**config.mk**
```make
export PLATFORM = sky130hd
export DESIGN_NAME = iob_cache_be_arbiter_iob
export DESIGN_NICKNAME = d
export VERILOG_FILES = /design/src/rtl/iob_cache_be_arbiter_iob_pkg.sv /design/src/rtl/iob_reg_ae.sv /design/src/rtl/iob_cache_be_arbiter_iob.sv
export SDC_FILE = /design/constraint.sdc
export NUM_CORES = 1
export LEC_CHECK = 0
export CAP_MARGIN = 20
export CORE_AREA = 2 2 85 87
export CTS_CLUSTER_SIZE = 12
export DETAILED_ROUTE_END_ITERATION = 8
export DIE_AREA = 0 0 87 89
export HOLD_SLACK_MARGIN = 0.15
export PLACE_DENSITY = 0.68
export SLEW_MARGIN = 20
export SYNTH_ARGS = -nofsm -noshare
export SYNTH_HDL_FRONTEND = slang
export SYNTH_SLANG_ARGS = --single-unit
```
**constraint.sdc**
```tcl
create_clock -name clk_i -period 3.9 [get_ports clk_i]
set_input_delay 0.78 -clock clk_i [delete_from_list [all_inputs] [get_ports clk_i]]
set_output_delay 0.78 -clock clk_i [all_outputs]
set_load 0.1 [all_outputs]
```
**src/rtl/iob_cache_be_arbiter_iob_pkg.sv**
```systemverilog
// Shared definitions for the cache back-end arbiter.
//
// Holds the codebase-wide back-end bus widths, the grant FSM encoding
// and the starve-counter width/saturation helper. Imported by the
// arbiter top and available to anything else talking to the back end.
package iob_cache_be_arbiter_iob_pkg;

  // Codebase-wide back-end bus geometry (byte address / data width).
  localparam int IOB_CACHE_IOB_BE_ADDR_W = 24;
  localparam int IOB_CACHE_IOB_BE_DATA_W = 32;

  localparam int STATE_W  = 2;
  localparam int STARVE_W = 4;
  localparam logic [STARVE_W-1:0] STARVE_SAT = 4'd15;

  typedef enum logic [STATE_W-1:0] {
    IDLE  = 2'd0,
    WRITE = 2'd1,
    READ  = 2'd2
  } arb_state_t;

  // Saturating increment: the counter sticks at 15 instead of wrapping
  // back to 0, which would otherwise hand writes priority again.
  function automatic logic [STARVE_W-1:0] starve_inc(input logic [STARVE_W-1:0] cnt);
    return (cnt == STARVE_SAT) ? cnt : cnt + 1'b1;
  endfunction

endpackage

```
**src/rtl/iob_reg_ae.sv**
```systemverilog
// Generic register with asynchronous active-high reset and clock enable.
//
// Ports:
//   clk_i  - clock
//   arst_i - asynchronous reset, active high, loads RST_VAL
//   en_i   - load enable
//   data_i - next value
//   data_o - registered value
module iob_reg_ae #(
  parameter int                DATA_W  = 1,
  parameter logic [DATA_W-1:0] RST_VAL = '0
) (
  input  logic              clk_i,
  input  logic              arst_i,
  input  logic              en_i,
  input  logic [DATA_W-1:0] data_i,
  output logic [DATA_W-1:0] data_o
);

  always_ff @(posedge clk_i or posedge arst_i) begin
    if (arst_i) begin
      data_o <= RST_VAL;
    end else if (en_i) begin
      data_o <= data_i;
    end
  end

endmodule

```
**src/rtl/iob_cache_be_arbiter_iob.sv**
```systemverilog
// Cache back-end arbiter: shares one back-end port between the cache
// read (line-fill) channel and the write-through channel.
//
// A registered grant FSM (IDLE/WRITE/READ) picks an owner in IDLE and
// forwards that channel to the back end from the next cycle on. Writes
// win by default; with RD_STARVE_MAX != 0 a waiting read is promoted
// after that many consecutive write grants. A read grant is held until
// rd_busy_i drops so a multi-beat line fill is never interleaved.
//
// Ports:
//   clk_i, reset_i                   - clock, async active-high reset
//   rd_valid_i/rd_addr_i/rd_busy_i   - read request, address, fill in progress
//   rd_ack_o/rd_rdata_o              - read beat ack and data
//   wr_valid_i/wr_addr_i/wr_wdata_i/wr_wstrb_i - write request
//   wr_ack_o                         - write ack
//   be_valid_o/be_addr_o/be_wdata_o/be_wstrb_o - back-end request
//   be_ack_i/be_rdata_i              - back-end response
//   busy_o                           - a grant is active
//   err_o                            - sticky protocol error
module iob_cache_be_arbiter_iob
  import iob_cache_be_arbiter_iob_pkg::*;
#(
  parameter int         BE_ADDR_W     = IOB_CACHE_IOB_BE_ADDR_W,
  parameter int         BE_DATA_W     = IOB_CACHE_IOB_BE_DATA_W,
  parameter logic [3:0] RD_STARVE_MAX = 4'd0
) (
  input  logic                   clk_i,
  input  logic                   reset_i,

  input  logic                   rd_valid_i,
  input  logic [BE_ADDR_W-1:0]   rd_addr_i,
  input  logic                   rd_busy_i,
  output logic                   rd_ack_o,
  output logic [BE_DATA_W-1:0]   rd_rdata_o,

  input  logic                   wr_valid_i,
  input  logic [BE_ADDR_W-1:0]   wr_addr_i,
  input  logic [BE_DATA_W-1:0]   wr_wdata_i,
  input  logic [BE_DATA_W/8-1:0] wr_wstrb_i,
  output logic                   wr_ack_o,

  output logic                   be_valid_o,
  output logic [BE_ADDR_W-1:0]   be_addr_o,
  output logic [BE_DATA_W-1:0]   be_wdata_o,
  output logic [BE_DATA_W/8-1:0] be_wstrb_o,
  input  logic                   be_ack_i,
  input  logic [BE_DATA_W-1:0]   be_rdata_i,

  output logic                   busy_o,
  output logic                   err_o
);

  logic [STATE_W-1:0]  state_bits;
  arb_state_t          state_q;
  arb_state_t          state_d;
  logic [STARVE_W-1:0] starve_q;
  logic                grant_read;
  logic                grant_write;

  assign state_q = arb_state_t'(state_bits);

  iob_reg_ae #(
    .DATA_W  (STATE_W),
    .RST_VAL (IDLE)
  ) state_reg (
    .clk_i  (clk_i),
    .arst_i (reset_i),
    .en_i   (1'b1),
    .data_i (state_d),
    .data_o (state_bits)
  );

  // Read is chosen when nothing is writing, or when the starve limit is
  // enabled and reached; any other pending write takes the port.
  assign grant_read  = rd_valid_i &&
                       (!wr_valid_i ||
                        ((RD_STARVE_MAX != 4'd0) && (starve_q >= RD_STARVE_MAX)));
  assign grant_write = wr_valid_i && !grant_read;

  // READ only releases when the fill is finished, not on each beat ack.
  always_comb begin
    state_d = state_q;
    case (state_q)
      IDLE: begin
        if (grant_read) begin
          state_d = READ;
        end else if (grant_write) begin
          state_d = WRITE;
        end
      end
      WRITE: begin
        if (be_ack_i) begin
          state_d = IDLE;
        end
      end
      READ: begin
        if (!rd_busy_i) begin
          state_d = IDLE;
        end
      end
      default: state_d = IDLE;
    endcase
  end

  // Forwarding mux: only the owning channel reaches the back end; IDLE
  // drives all-zero so nothing leaks out during the decision cycle.
  always_comb begin
    be_valid_o = 1'b0;
    be_addr_o  = '0;
    be_wdata_o = '0;
    be_wstrb_o = '0;
    rd_ack_o   = 1'b0;
    wr_ack_o   = 1'b0;
    case (state_q)
      WRITE: begin
        be_valid_o = wr_valid_i;
        be_addr_o  = wr_addr_i;
        be_wdata_o = wr_wdata_i;
        be_wstrb_o = wr_wstrb_i;
        wr_ack_o   = be_ack_i;
      end
      READ: begin
        be_valid_o = rd_valid_i;
        be_addr_o  = rd_addr_i;
        rd_ack_o   = be_ack_i;
      end
      default: ;
    endcase
  end

  assign rd_rdata_o = be_rdata_i;
  assign busy_o     = (state_q != IDLE);

  // Counts write grants that jumped ahead of a waiting read; any read
  // grant, or an IDLE cycle without a read pending, starts it over.
  always_ff @(posedge clk_i or posedge reset_i) begin
    if (reset_i) begin
      starve_q <= '0;
    end else if (state_q == IDLE) begin
      if (grant_read || !rd_valid_i) begin
        starve_q <= '0;
      end else if (grant_write) begin
        starve_q <= starve_inc(starve_q);
      end
    end
  end

  // An ack nobody asked for, or a writer withdrawing before its ack,
  // means the two sides disagree about the transaction; flag it for good.
  always_ff @(posedge clk_i or posedge reset_i) begin
    if (reset_i) begin
      err_o <= 1'b0;
    end else if ((state_q == IDLE && be_ack_i) ||
                 (state_q == WRITE && !wr_valid_i && !be_ack_i)) begin
      err_o <= 1'b1;
    end
  end

endmodule

```
==> results of run 1 <==
==> layout make-up <==
| type | instances | area (sq um) | area share (%) |
|---|---|---|---|
| clock buffer | 4 | 45.0 | 1.94 |
| inverter | 4 | 15.0 | 0.646 |
| multi-input combinational | 102 | 699 | 30.1 |
| sequential | 3 | 75.1 | 3.23 |
| tap | 80 | 100 | 4.30 |
| timing repair buffer | 155 | 1390 | 59.8 |
==> synth_stat cells <==
library cell | number | area (sq um)
and2_1 | 38 | 238
buf_4 | 33 | 248
a22oi_1 | 25 | 188
nor2b_1 | 25 | 156
buf_2 | 5 | 25.0
clkbuf_1 | 5 | 18.8
inv_1 | 4 | 15.0
dfrtp_1 | 3 | 75.1
ha_1 | 3 | 37.5
a21oi_1 | 2 | 10.0
nand2b_1 | 2 | 12.5
a31oi_1 | 1 | 6.26
a32o_1 | 1 | 10.0
and2_4 | 1 | 8.76
buf_6 | 1 | 11.3
nand2_1 | 1 | 3.75
nand2b_4 | 1 | 13.8
o211ai_1 | 1 | 7.51
o21ai_0 | 1 | 5.00
==> through the flow <==
step                hold slack, ns  area (sq um)  utilization (%)  setup slack, ns
floorplan                    0.494          1090                -            0.783
global placement             0.460          2280             33.9             1.06
detailed placement           0.480          2280             33.9             1.06
CTS                          0.487          2330             34.6            0.821
global route                 0.504          2330             34.6            0.648
finish                       0.480          2330             34.6            0.843
==> state kept, by name (all words and copies together), names as in the netlist <==
register and cells:
err_o 1, state_reg.data_o 2
==> routing by layer <==
| layer | global-route usage, % | part of all wire, % | vias up | routed length (um) |
|---|---|---|---|---|
| li1 | - | - | 703 | - |
| met1 | 12.9 | 36 | 649 | 1900 |
| met2 | 21.5 | 49 | 113 | 2620 |
| met3 | 4.16 | 12 | 20 | 621 |
| met4 | 5.54 | 3.4 | 0 | 182 |
| met5 | 0 | 0 | - | 0 |
==> where the power goes <==
| group | internal (mW) | switching (mW) |
|---|---|---|
| clock network | 0.0697 | 0.0202 |
| logic | 0.551 | 1.85 |
| registers | 0.0409 | 0.00757 |
| total | 0.662 | 1.87 |
==> layout by cell type (no fill, tap or decap), drive strengths merged, types with 2 or more instances in the layout <==
cell / synthesis / final
and2: 39 / 39
nor2b: 25 / 25
clkdlybuf4s50: 0 / 91
buf: 39 / 64
a21oi: 2 / 2
ha: 3 / 3
dfrtp: 3 / 3
nand2b: 3 / 3
inv: 4 / 4
clkbuf: 5 / 4
a22oi: 25 / 25
==> cells by family after synthesis <==
family,after synthesis,synth area share [%]
AOI/OAI and AO/OA,31,20.8
adders and majority gates,3,3.44
buffers and inverters,48,29.2
DFF,3,6.89
and+or+nand+nor,68,39.7
==> worst max-delay path, delay by kind of cell, from the launching register on <==
kind                       cells  cell delay [ns]
adders and majority gates      1             0.86
DFF                            1             0.38
AOI/OAI and AO/OA              1             0.23
buffers and inverters          2             0.40
and+or+nand+nor                1             0.19
==> worst min-delay path by stage <==
stage | startpoint | end | cells past startpoint
after detailed placement | err_o | err_o | 2
after floorplan | state_reg.data_o[0] | state_reg.data_o[0] | 1
final | err_o | err_o | 2
after global routing | err_o | err_o | 2
after global placement | err_o | err_o | 2
after CTS | err_o | err_o | 2
==> results.toml, run 1 <==
[detailed_routing]
dr.pass1.iters = 4
drc = 0
vias_per_cell = 4.27
vias = 1485
avgRoutedWirePerCell_um = 15.3
final_antenna_net_count = 0
drt-total-wl_um = 5330
drtIter0Drc = 25

[worst_setup_path]
cp_max_fo = 64
cp.required_ns = 3.12
path_cells = "inv_1, ha_2, a22oi_1, nor2b_1, buf_4"
cp-startpoint = "state_reg.data_o[1]"
endpoint_kind = "output port"
crit_path_top_delay_cell = "ha_2"
crit_end = "be_valid_o"
r2r_start = "state_reg.data_o[1]"
worst_ep_arrival_time_ns = 2.28
critPathKind = "reg -> out"
start_kind = "flip-flop"
ff2ff_setup_slack_ns = 1.91
reg2regPathDepth = 5
regToRegEndpoint = "state_reg.data_o[0]"
slowest_delay_ns = 0.86

[sta]
maxSlewViolCount = 0
tns_ns = 0
period_share_pct = 78.4
max_clock_freq_mhz = 327
relSlewSlack_pct = 32.7
rsz0062_at_grt = "false"
clock_skew_ns = 0.00447
finalSetupViolations = 0
worst_pin_slew_ns = 1.01
period_minus_slack_ns = 3.06
hold_violations = 0

[grt]
grt-ovfl-total = 0
grt_antenna_before_repair = 0
grt_usage_pct = 12.1
grt_max_degree = 65
grt_pass1_wl_um = 7270
grt_pass1_vias = 1453

[synthesis]
ys_types = 19
synth_warnings = 0
syn-num-nets = 278
seq_area_frac_synth_pct = 6.89
syn_avg_cell_area_sq_um = 7.12
synth-seq-cells = 3
syn-instance-count = 153
synth_area_sq_um = 1090

[clocking]
cts_max_level = 1
clk_path_buf_depth = 2
post_cts_buffers = 0
postCtsResizedCells = 0
cts_root_buf = "clkbuf_8"
clk_pin_slew_ns = 0.03
clock-sinks = 3
hold_buffers = 0
cts_tree = "built"
clkLatencyLatePin_ns = 0.21
numCtsBuffers = 3

[floorplanning]
rows = 30
design.core.area_sq_um = 6720
io_pins = 219
fp.dieH_um = 89
dieArea_sq_um = 7740
dieWidth_um = 87
start_util_pct = 16.2

[power]
ir_drop_mv = 0.481
powerDensity_nw_per_um2 = 1090
finalPower_mw = 2.54
leakagePower_nw = 1.00

[placed_design]
place.gp.congestion = 0.807
dp_cells = 344
port_buffers = 154
dp_hpwl_um = 4310

[layout]
nFillCells = 711
final_nets = 394
syn_to_final_growth_pct = 113
fin_cells = 348
n_antenna_cell = 0
drive_gt1_share_pct = 26.1

[outcome]
status = "finished clean"

[worst_hold_path]
hp-class = "reg -> reg"

[flow_run]
max-cap-violations = 0
(Power assumes the default switching activity.)
==> run 2, diff against run 1 <==
--- a/config.mk
+++ b/config.mk
@@ -6,12 +6,12 @@
 export NUM_CORES = 1
 export LEC_CHECK = 0
 export CAP_MARGIN = 20
-export CORE_AREA = 2 2 85 87
+export CORE_AREA = 2 2 84 86
 export CTS_CLUSTER_SIZE = 12
 export DETAILED_ROUTE_END_ITERATION = 8
-export DIE_AREA = 0 0 87 89
+export DIE_AREA = 0 0 86 88
 export HOLD_SLACK_MARGIN = 0.15
-export PLACE_DENSITY = 0.68
+export PLACE_DENSITY = 0.69
 export SLEW_MARGIN = 20
 export SYNTH_ARGS = -nofsm -noshare
 export SYNTH_HDL_FRONTEND = slang
==> constraint.sdc (replaced) <==
create_clock -name clk_i -period 2.9 [get_ports clk_i]
set_input_delay 0.58 -clock clk_i [delete_from_list [all_inputs] [get_ports clk_i]]
set_output_delay 0.58 -clock clk_i [all_outputs]
set_load 0.1 [all_outputs]
==> run 2 against run 1 <==
Effect of this change: count of clock-buffer cells in the layout is the same; combinational power grew 71%; first-iteration DRC count shrank 16%; via count shrank 1.2%; sequential cell count is the same; cell count grew 0.86%; sequential power grew 38%; routed wire length grew 4.3%; hold slack gained 0.027 ns; register-to-register slack lost 0.73 ns; power grew 69%; sequential share of layout area shrank 0.87 points.
==> results.toml, run 2 (same netlist as run 1, synthesis figures left out) <==
[worst_setup_path]
start_kind = "flip-flop"
cp.required_ns = 2.32
worst-path-buf-inv = 3
worst_ep_arrival_time_ns = 1.87
path_cells = "inv_1, ha_2, buf_12, a22oi_1, nor2b_1, buf_12"
crit_top_cell = "buf_12"
cp_max_fo = 51
endpoint_kind = "output port"
crit_family = "buffers and inverters"
critPathKind = "reg -> out"
crit_path_top_delay_cell = "dfrtp_1"
slowest_delay_ns = 0.39

[flow_run]
max-cap-violations = 0

[layout]
largest_reg_flops = 2
mostFrequentLayoutCell = "clkdlybuf4s50_1"
n_antenna_cell = 0
final_cell_mix = "89 x clkdlybuf4s50_1, 64 x buf_12, 38 x and2_1, 25 x a22oi_1, 18 x nor2b_2"
syn_to_final_growth_pct = 193
reg_top3 = "state_reg.data_o (2), err_o (1)"
drive_gt1_share_pct = 34.3
fin_util_pct = 48.0
regMostFlops = "state_reg.data_o"
final_nets = 397

[sta]
rsz0062_at_grt = "false"
hold_ws_ns = 0.506
maxSlewViolCount = 0
clock_skew_ns = 0.00105
period_minus_slack_ns = 2.45
worst_pin_slew_ns = 0.364
tns_ns = 0
relSlewSlack_pct = 75.8
max_clock_freq_mhz = 408
hold_violations = 0
finalSetupViolations = 0
period_share_pct = 84.5

[floorplanning]
fp.dieH_um = 88
dieWidth_um = 86
design.core.area_sq_um = 6640
start_util_pct = 16.4
dieArea_sq_um = 7570
io_pins = 219
rows = 30

[detailed_routing]
vias_per_cell = 4.18
vias = 1467
avgRoutedWirePerCell_um = 15.8
drt-total-wl_um = 5560
final_antenna_net_count = 0
dr.pass1.iters = 4
drtIter0Drc = 21
drc = 0

[placed_design]
place.gp.congestion = 0.777
port_buffers = 154
dp_hpwl_um = 4590

[clocking]
postCtsResizedCells = 0
clk_pin_slew_ns = 0.03
cts_root_buf = "clkbuf_8"
hold_buffers = 0
cts_tree = "built"
clock-sinks = 3
numCtsBuffers = 3
clkLatencyLatePin_ns = 0.22
post_cts_buffers = 0
clk_path_buf_depth = 2
cts_max_level = 1

[grt]
grt_pass1_vias = 1530
grt_usage_pct = 13.8
grt_antenna_before_repair = 0
grt-ovfl-total = 0
grt_max_degree = 52
grt_pass1_wl_um = 8120

[power]
powerDensity_nw_per_um2 = 1350
ir_drop_mv = 0.633
leakagePower_nw = 1.23

[outcome]
status = "finished clean"

[worst_hold_path]
hp-class = "reg -> reg"
[run 2: final cells by class]
type	instances	area, sq um
clock buffers	4	45.0
flip-flops and latches	3	75.1
repair buffers	158	2210
fillers	625	3450
multi-input cells	102	744
well taps	80	100
inverters	4	15.0
[run 2: path summary, 6_finish.rpt]
path / depth (start not counted) / endpoint / slack [ns] / from
hold reg to reg: 2 / err_o / 0.51 / err_o
setup reg to reg: 6 / state_reg.data_o[0] / 1.18 / state_reg.data_o[1]
setup / recovery: 6 / be_addr_o[22] / 0.45 / state_reg.data_o[1]
hold / removal: 2 / err_o / 0.51 / err_o
max in group asynchronous: 2 / err_o / 2.23 / reset_i
min in group asynchronous: 2 / state_reg.data_o[1] / 0.54 / reset_i
[run 2: per-layer routing]
| layer | GRT usage [%] | routed length, um |
|---|---|---|
| met1 | 15.6 | 2020 |
| met2 | 23.2 | 2690 |
| met3 | 5.37 | 674 |
| met4 | 6.20 | 166 |
| met5 | 0 | 0 |
[run 2: power breakdown]
part	switching (mW)	total (mW)	internal [mW]
combinational	2.64	4.11	1.46
sequential	0.0117	0.0668	0.0550
clock	0.0287	0.123	0.0938
[run 2: worst min-delay path, stage by stage, from the launching register on]
cell,delay [ns]
dfrtp_1,0.35
a21oi_1,0.04
o21ai_0,0.07
[run 2: metrics by stage]
step	worst slack [ns]	cell area, sq um	instances	total power [mW]
6_report	0.449	3190	351	4.30
5_1_grt	0.262	3190	351	4.45
4_1_cts	0.403	3190	351	4.35
3_5_place_dp	0.633	3140	347	4.21
3_3_place_gp	0.656	3140	347	4.18
2_1_floorplan	0.000787	1130	153	2.91
==> run 3, diff against run 2 <==
--- a/config.mk
+++ b/config.mk
@@ -6,10 +6,10 @@
 export NUM_CORES = 1
 export LEC_CHECK = 0
 export CAP_MARGIN = 20
-export CORE_AREA = 2 2 84 86
+export CORE_AREA = 2 2 86 88
 export CTS_CLUSTER_SIZE = 12
 export DETAILED_ROUTE_END_ITERATION = 8
-export DIE_AREA = 0 0 86 88
+export DIE_AREA = 0 0 88 90
 export HOLD_SLACK_MARGIN = 0.15
 export PLACE_DENSITY = 0.69
 export SLEW_MARGIN = 20
==> constraint.sdc (replaced) <==
create_clock -name clk_i -period 2.2 [get_ports clk_i]
set_input_delay 0.44 -clock clk_i [delete_from_list [all_inputs] [get_ports clk_i]]
set_output_delay 0.44 -clock clk_i [all_outputs]
set_load 0.1 [all_outputs]
==> run 3 against run 2 <==
Effect of this change: sequential cell count stayed put; core utilization is 1.2 points lower; sequential power is 30% higher; combinational power is 36% higher; cell area is 3.0% higher; clock skew is 0.0016 ns higher.
==> results.toml, run 3 (same netlist as run 1, synthesis figures left out) <==
[clocking]
cts_max_level = 1
clock-sinks = 3
postCtsResizedCells = 0
clk_pin_slew_ns = 0.03
clkLatencyLatePin_ns = 0.21
clk_path_buf_depth = 2
numCtsBuffers = 3
hold_buffers = 0
post_cts_buffers = 0
cts_tree = "built"
cts_root_buf = "clkbuf_8"

[grt]
grt_max_degree = 65
grt_pass1_vias = 1593
grt_usage_pct = 13.0
grt-ovfl-total = 0
grt_pass1_wl_um = 8180
grt_antenna_before_repair = 0

[detailed_routing]
drc = 0
vias_per_cell = 4.09
dr.pass1.iters = 3
drt-total-wl_um = 5530
vias = 1521
final_antenna_net_count = 0
drtIter0Drc = 27
avgRoutedWirePerCell_um = 14.9

[sta]
maxSlewViolCount = 0
max_clock_freq_mhz = 483
worst_pin_slew_ns = 0.298
relSlewSlack_pct = 80.2
hold_ws_ns = 0.401
clock_skew_ns = 0.00264
hold_violations = 0
finalSetupViolations = 0
period_minus_slack_ns = 2.07
rsz0062_at_grt = "false"
period_share_pct = 94.2

[worst_setup_path]
crit_path_top_delay_cell = "dfrtp_1"
cp_max_fo = 32
reg2regPathDepth = 6
cp.required_ns = 1.76
worst_ep_arrival_time_ns = 1.63
critPathKind = "reg -> out"
worst-path-buf-inv = 3
regToRegEndpoint = "state_reg.data_o[0]"
r2r_start = "state_reg.data_o[1]"
start_kind = "flip-flop"
path_cells = "inv_1, ha_2, buf_12, a22oi_1, nor2b_2, buf_12"
crit_family = "buffers and inverters"
ff2ff_setup_slack_ns = 0.68
crit_top_cell = "buf_12"
slowest_delay_ns = 0.39
endpoint_kind = "output port"

[floorplanning]
design.core.area_sq_um = 7020
io_pins = 219
rows = 31
dieArea_sq_um = 7920
start_util_pct = 15.5
fp.dieH_um = 90
dieWidth_um = 88

[layout]
largest_reg_flops = 2
nFillCells = 680
regMostFlops = "state_reg.data_o"
mostFrequentLayoutCell = "clkdlybuf4s50_1"
n_antenna_cell = 0
fin_util_pct = 46.8
syn_to_final_growth_pct = 201
drive_gt1_share_pct = 37.4
final_cell_mix = "89 x clkdlybuf4s50_1, 65 x buf_12, 38 x and2_1, 25 x a22oi_1, 23 x nor2b_2"
final_nets = 399
reg_top3 = "state_reg.data_o (2), err_o (1)"

[power]
ir_drop_mv = 0.854
powerDensity_nw_per_um2 = 1780
leakagePower_nw = 1.26

[placed_design]
port_buffers = 154
place.gp.congestion = 0.769
dp_hpwl_um = 4600

[outcome]
status = "finished clean"

[flow_run]
max-cap-violations = 0

[worst_hold_path]
hp-class = "in -> async"
## run 3: cell types whose count changed in the layout (fill, tap and decap cells not counted)
cell,previous run,this run
nor2b_1,7,0
nor2b_2,18,23
nor2b_4,0,2
buf_12,64,65
clkbuf_16,0,1
## run 3: worst max-delay path by stage
stage | slack (ns) | to | cells past startpoint | from
after global placement | 0.32 | be_valid_o | 4 | rd_valid_i
after global routing | 0.02 | be_addr_o[13] | 6 | state_reg.data_o[1]
after detailed placement | 0.31 | be_valid_o | 4 | wr_valid_i
after CTS | 0.09 | be_addr_o[13] | 6 | state_reg.data_o[1]
final | 0.13 | be_addr_o[13] | 6 | state_reg.data_o[1]
after floorplan | -0.05 | be_addr_o[3] | 6 | state_reg.data_o[0]
## run 3: per-layer routing
layer / vias up / part of all wire [%] / GRT usage [%]
li1: 713 / - / -
met1: 682 / 33 / 12.8
met2: 108 / 52 / 23.7
met3: 18 / 13 / 5.51
met4: 0 / 1.8 / 4.49
met5: - / 0 / 0
## run 3: layout make-up
class                      count  area [sq um]  area share [%]
inverter                       4          15.0           0.457
multi-input combinational    102           772            23.5
timing repair buffer         160          2250            68.6
tap                           99           124            3.77
clock buffer                   4          45.0            1.37
sequential                     3          75.1            2.28
## run 3: report_power, final
| group | switching [mW] | internal, mW |
|---|---|---|
| Clock | 0.0341 | 0.123 |
| Sequential | 0.0142 | 0.0726 |
| Combinational | 3.54 | 2.05 |
## run 3: per-stage QoR
stage	power [mW]	cell area, sq um	std cells	TNS [ns]	setup slack (ns)
floorplan	3.89	1160	153	-1.15	-0.0541
CTS	5.83	3260	371	0	0.0879
global route	6.05	3290	372	0	0.0199
detailed placement	5.66	3220	367	0	0.307
finish	5.84	3290	372	0	0.128
global placement	5.64	3220	367	0	0.319
